<file path="config.mk">
export PLATFORM = sky130hd
export DESIGN_NAME = button_debouncer
export DESIGN_NICKNAME = d
export VERILOG_FILES = /design/src/rtl/button_pkg.sv /design/src/rtl/sync_ff.sv /design/src/rtl/button_debouncer.sv
export SDC_FILE = /design/constraint.sdc
export NUM_CORES = 1
export LEC_CHECK = 0
export ABC_AREA = 1
export CAP_MARGIN = 20
export CORE_ASPECT_RATIO = 0.6
export CORE_UTILIZATION = 30
export CTS_CLUSTER_DIAMETER = 120
export DETAILED_ROUTE_END_ITERATION = 8
export GPL_ROUTABILITY_DRIVEN = 1
export GPL_TIMING_DRIVEN = 0
export PLACE_DENSITY = 0.46
export SLEW_MARGIN = 0
export SYNTH_ARGS = -nofsm -noshare
export SYNTH_HDL_FRONTEND = slang
export SYNTH_SLANG_ARGS = --single-unit
</file>
<file path="constraint.sdc">
create_clock -name clk -period 4.1 [get_ports clk]
set_input_delay 0.615 -clock clk [delete_from_list [all_inputs] [get_ports clk]]
set_output_delay 0.615 -clock clk [all_outputs]
set_load 0.05 [all_outputs]
</file>
<file path="src/rtl/button_pkg.sv">
// Shared types for the pushbutton debouncer: FSM state encoding and the
// registered output-event bundle.
package button_pkg;

  typedef enum logic [1:0] {
    IDLE         = 2'd0,
    PRESS_WAIT   = 2'd1,
    HELD         = 2'd2,
    RELEASE_WAIT = 2'd3
  } btn_state_e;

  typedef struct packed {
    logic level;
    logic press;
    logic rel;
    logic long_hold;
  } btn_evt_t;

  localparam btn_evt_t EVT_NONE = '{default: 1'b0};

  // The debounced level is high whenever the button is accepted as pressed,
  // including while a release is still being qualified.
  function automatic logic level_of(input btn_state_e st);
    return (st == HELD) || (st == RELEASE_WAIT);
  endfunction

endpackage

</file>
<file path="src/rtl/sync_ff.sv">
// Multi-stage flop chain bringing an asynchronous level into the clk domain.
module sync_ff #(
  parameter int SYNC_STAGES = 2
) (
  input  logic clk,
  input  logic reset,
  input  logic d_i,
  output logic q_o
);

  logic [SYNC_STAGES-1:0] chain_q;

  // NOTE: the chain is cleared on reset so no stale press is seen afterwards.
  always_ff @(posedge clk) begin
    if (reset) begin
      chain_q <= '0;
    end else begin
      chain_q <= {chain_q[SYNC_STAGES-2:0], d_i};
    end
  end

  assign q_o = chain_q[SYNC_STAGES-1];

endmodule

</file>
<file path="src/rtl/button_debouncer.sv">
// Pushbutton debouncer: synchronizes the raw level, qualifies press/release by
// stability counting, and emits registered level, edge and long-press events.
module button_debouncer
  import button_pkg::*;
#(
  parameter int SYNC_STAGES       = 2,
  parameter int DEBOUNCE_CYCLES   = 1000000,
  parameter int LONG_PRESS_CYCLES = 100000000
) (
  input  logic clk,
  input  logic reset,
  input  logic btn_raw,
  output logic btn_level,
  output logic press_pulse,
  output logic release_pulse,
  output logic long_press
);

  localparam int SW = $clog2(DEBOUNCE_CYCLES + 1);
  localparam int HW = $clog2(LONG_PRESS_CYCLES + 1);

  localparam logic [SW-1:0] STABLE_ONE  = SW'(1);
  localparam logic [SW-1:0] STABLE_LAST = SW'(DEBOUNCE_CYCLES - 1);
  localparam logic [HW-1:0] HOLD_MAX    = HW'(LONG_PRESS_CYCLES);
  localparam logic [HW-1:0] HOLD_LAST   = HW'(LONG_PRESS_CYCLES - 1);

  logic sync_btn;

  btn_state_e      state_q, state_d;
  logic [SW-1:0]   stable_q, stable_d;
  logic [HW-1:0]   hold_q, hold_d;
  btn_evt_t        evt_q, evt_d;

  sync_ff #(
    .SYNC_STAGES(SYNC_STAGES)
  ) u_sync (
    .clk  (clk),
    .reset(reset),
    .d_i  (btn_raw),
    .q_o  (sync_btn)
  );

  // NOTE: every signal driven here gets a default first, so no latch is inferred.
  always_comb begin
    state_d  = state_q;
    stable_d = stable_q;
    hold_d   = hold_q;
    evt_d    = EVT_NONE;

    unique case (state_q)
      IDLE: begin
        if (sync_btn) begin
          if (DEBOUNCE_CYCLES == 1) begin
            state_d     = HELD;
            evt_d.press = 1'b1;
            hold_d      = '0;
            stable_d    = '0;
          end else begin
            state_d  = PRESS_WAIT;
            stable_d = STABLE_ONE;
          end
        end
      end

      PRESS_WAIT: begin
        if (!sync_btn) begin
          state_d  = IDLE;
          stable_d = '0;
        end else if (stable_q == STABLE_LAST) begin
          state_d     = HELD;
          evt_d.press = 1'b1;
          hold_d      = '0;
          stable_d    = '0;
        end else begin
          stable_d = stable_q + 1'b1;
        end
      end

      HELD: begin
        if (sync_btn) begin
          // Saturation makes HOLD_LAST reachable only once per press.
          if (hold_q != HOLD_MAX) begin
            hold_d = hold_q + 1'b1;
          end
          if (hold_q == HOLD_LAST) begin
            evt_d.long_hold = 1'b1;
          end
        end else if (DEBOUNCE_CYCLES == 1) begin
          state_d   = IDLE;
          evt_d.rel = 1'b1;
        end else begin
          state_d  = RELEASE_WAIT;
          stable_d = STABLE_ONE;
        end
      end

      RELEASE_WAIT: begin
        if (sync_btn) begin
          state_d  = HELD;
          stable_d = '0;
        end else if (stable_q == STABLE_LAST) begin
          state_d   = IDLE;
          evt_d.rel = 1'b1;
          stable_d  = '0;
        end else begin
          stable_d = stable_q + 1'b1;
        end
      end

      default: begin
        state_d  = IDLE;
        stable_d = '0;
        hold_d   = '0;
      end
    endcase

    evt_d.level = level_of(state_d);
  end

  // NOTE: state registers use non-blocking assignments so all update together.
  always_ff @(posedge clk) begin
    if (reset) begin
      state_q  <= IDLE;
      stable_q <= '0;
      hold_q   <= '0;
      evt_q    <= EVT_NONE;
    end else begin
      state_q  <= state_d;
      stable_q <= stable_d;
      hold_q   <= hold_d;
      evt_q    <= evt_d;
    end
  end

  assign btn_level     = evt_q.level;
  assign press_pulse   = evt_q.press;
  assign release_pulse = evt_q.rel;
  assign long_press    = evt_q.long_hold;

endmodule

</file>
==> results.yml <==
detailed_routing:
  firstDrtPassIters: 5
  drcViolationCount: 0
  met1_length_um: 6030
  met2_length_um: 3480
  wl_um: 10400
  drtIter0Drc: 345
  post_drt_via_cell_ratio: 4.76
  ant_nets: 0
  wl_per_cell_um: 13.7
  top_layer_used: "met4"
  vias: 3611
  wl_met3_um: 787
synthesis:
  ys_seq_area_share_pct: 31.1
  synth_area_um2: 3470
  synth.avg_cell_area_um2: 5.93
  synth_seq_cells: 54
  yosys_warnings: 0
  synth_fp_nets: 592
  yosysUniqueCellTypes: 31
  synthCells: 586
critical_path:
  start_kind: "register"
  endpoint_kind: "register"
  critical_path_class: "reg -> reg"
  critPathMaxFanout: 7
  cpPeakStageDelay_ns: 0.41
  cp_cell_sequence: "ha_1 > nand3_1 > inv_1 > nand2_1 > o21bai_1 > nand2_1 > nor2_1 > nand3_1 > a21oi_1"
  worst_path_max_delay_cell: "dfxtp_1"
  crit_family: "simple AND/OR/NAND/NOR gates"
  required_ns: 4.33
  worstPathArrival_ns: 2.41
  timing.critical_path.buf_inv: 1
die:
  num_rows: 30
  fp.dieW_um: 141
  initial_core_util_pct: 30.7
  die_area_um2: 12000
  io_pins: 7
  die_h_um: 85.3
  core_area_um2: 11300
job:
  max_cap_violations: 0
cts:
  cts_max_level: 2
  cts_root_buffer: "clkbuf_16"
  cts_buffer_depth: 2
  hold_buffers: 0
  cts_setup_buffers: 0
  cts_resized: 0
  tritoncts: "built"
  clkSlewWorstSetupHoldPaths_ns: 0.08
  cts_buffers: 5
  cts_sinks: 54
  clk_latency_ns: 0.30
run_status:
  status: "finished clean"
place:
  gp_congestion: 0.869
  place_inst: 751
  io_buffers: 5
  dp.final_hpwl_um: 8020
finish:
  final_cells: 759
  fillers: 1241
  diodes: 0
  final_util_pct: 34.5
  nets: 604
  synthToLayoutAreaGrowth_pct: 12.2
  drive_above_1_share_pct: 5.51
timing:
  fmax_mhz: 457
  setup_tns_ns: 0
  finalClockSkew_ns: 0.00791
  whs_ns: 0.409
  rsz0062_at_grt: "no"
  min_period_ns: 2.19
  worst_slew_pin_slew_ns: 0.658
  finalCritPeriodShare_pct: 53.3
  setup_viol: 0
  slew_viol_final: 0
  hold_viol: 0
  slew_headroom_pct: 56.1
global_routing:
  grt.total_usage_pct: 18.3
  antenna_found_initial: 0
  grt_max_degree: 19
  grt_pass1_vias: 3096
  grt_first_pass_wirelength_um: 16800
  overflow: 0
worst_hold_path:
  hold_class: "reg -> reg"
power:
  power.density_nw_per_um2: 276
  p_leak_nw: 1.37
  vdd_drop_max_mv: 0.182
  p_total_mw: 1.08
==> layout by cell type, fill, tap and decap left out, types with 6 or more instances in the layout <==
cell type    n
nand2_1    188
nor2_1     109
inv_1       61
dfxtp_1     54
nand3_1     42
a21oi_1     41
nor3_1      14
nand4_1     12
o21ai_0      7
o21bai_1     7
xor2_1       6
==> cell type report <==
cell class                      instances  area (µm²)  share of cell area [%]
Clock buffer                            5         125                    3.21
Timing Repair Buffer                    5        50.0                    1.28
Tap cell                              160         200                    5.14
Inverter                               63         236                    6.07
Sequential cell                        54        1080                    27.7
Clock inverter                          3        48.8                    1.25
Buffer                                 17         120                    3.08
Multi-Input combinational cell        452        2040                    52.2
==> cell families (layout without fill, tap and decap cells) <==
logic type	after synthesis	in the layout	share of synthesized area, %
xor gates and xnor gates	7	7	1.77
and+or+nand+nor	383	383	46.2
buffers and inverters	80	93	10.3
adders and majority gates	3	3	1.08
DFF	54	54	31.1
AOI/OAI and AO/OA	59	59	9.58
==> sequential cells by signal, indices dropped and copies added (netlist names) <==
name            flops
hold_q             27
long_press          1
press_pulse         1
release_pulse       1
stable_q           20
state_q             2
u_sync.chain_q      2
==> layer usage <==
metal,up-vias,GRT usage [%]
li1,1877,-
met2,112,22.2
met1,1615,31.0
met3,7,3.39
met5,-,0
met4,0,3.26
==> report_power, final <==
part	total [mW]	internal (mW)	switching (mW)
registers	0.528	0.526	0.00213
clock network	0.512	0.293	0.219
logic	0.0367	0.00932	0.0274
total	1.08	0.829	0.248
==> through the flow <==
stage / cell area, µm² / setup WS [ns]
2_1_floorplan: 3470 / 2.27
3_3_place_gp: 3720 / 2.00
3_5_place_dp: 3720 / 1.93
4_1_cts: 3900 / 1.91
5_1_grt: 3900 / 1.68
6_report: 3900 / 1.91
==> path summary, 6_finish.rpt <==
check | from | end | slack (ns) | cells past startpoint
hold / removal | u_sync.chain_q[0] | u_sync.chain_q[1] | 0.41 | 2
setup / recovery | hold_q[1] | hold_q[16] | 1.91 | 9
setup reg to reg | hold_q[1] | hold_q[16] | 1.91 | 9
hold reg to reg | u_sync.chain_q[0] | u_sync.chain_q[1] | 0.41 | 2
==> synth_stat cells <==
cell type / count / area share [%]
nand2_2: 1 / 0.18
dlygate4sd3_1: 1 / 0.29
ha_1: 3 / 1.1
dfxtp_1: 54 / 31
inv_1: 61 / 6.6
inv_2: 2 / 0.22
clkbuf_1: 5 / 0.54
xnor2_1: 1 / 0.25
buf_4: 2 / 0.43
o21bai_1: 7 / 1.5
a21oi_4: 1 / 0.47
nand3_1: 42 / 6.1
xor2_1: 6 / 1.5
o21ai_0: 7 / 1.0
or2_2: 1 / 0.18
and3_1: 4 / 0.72
o22ai_1: 1 / 0.18
o2111ai_1: 1 / 0.25
nand3b_1: 3 / 0.65
nor2_2: 4 / 0.72
nand2_4: 2 / 0.65
nor2_1: 109 / 12
nor4_1: 1 / 0.18
nand4_1: 12 / 2.2
buf_2: 4 / 0.58
a21oi_1: 41 / 5.9
nor3_1: 14 / 2.0
nand3_2: 2 / 0.58
buf_6: 5 / 1.6
o21ai_2: 1 / 0.25
nand2_1: 188 / 20
==> worst reg2reg max path, cell delays in order, from the launching register on <==
cell and delay (ns):
dfxtp_1 0.41, ha_1 0.42, nand3_1 0.27, inv_1 0.19, nand2_1 0.21, o21bai_1 0.19, nand2_1 0.09, nor2_1 0.09
nand3_1 0.08, a21oi_1 0.16
(Power assumes the default switching activity.)
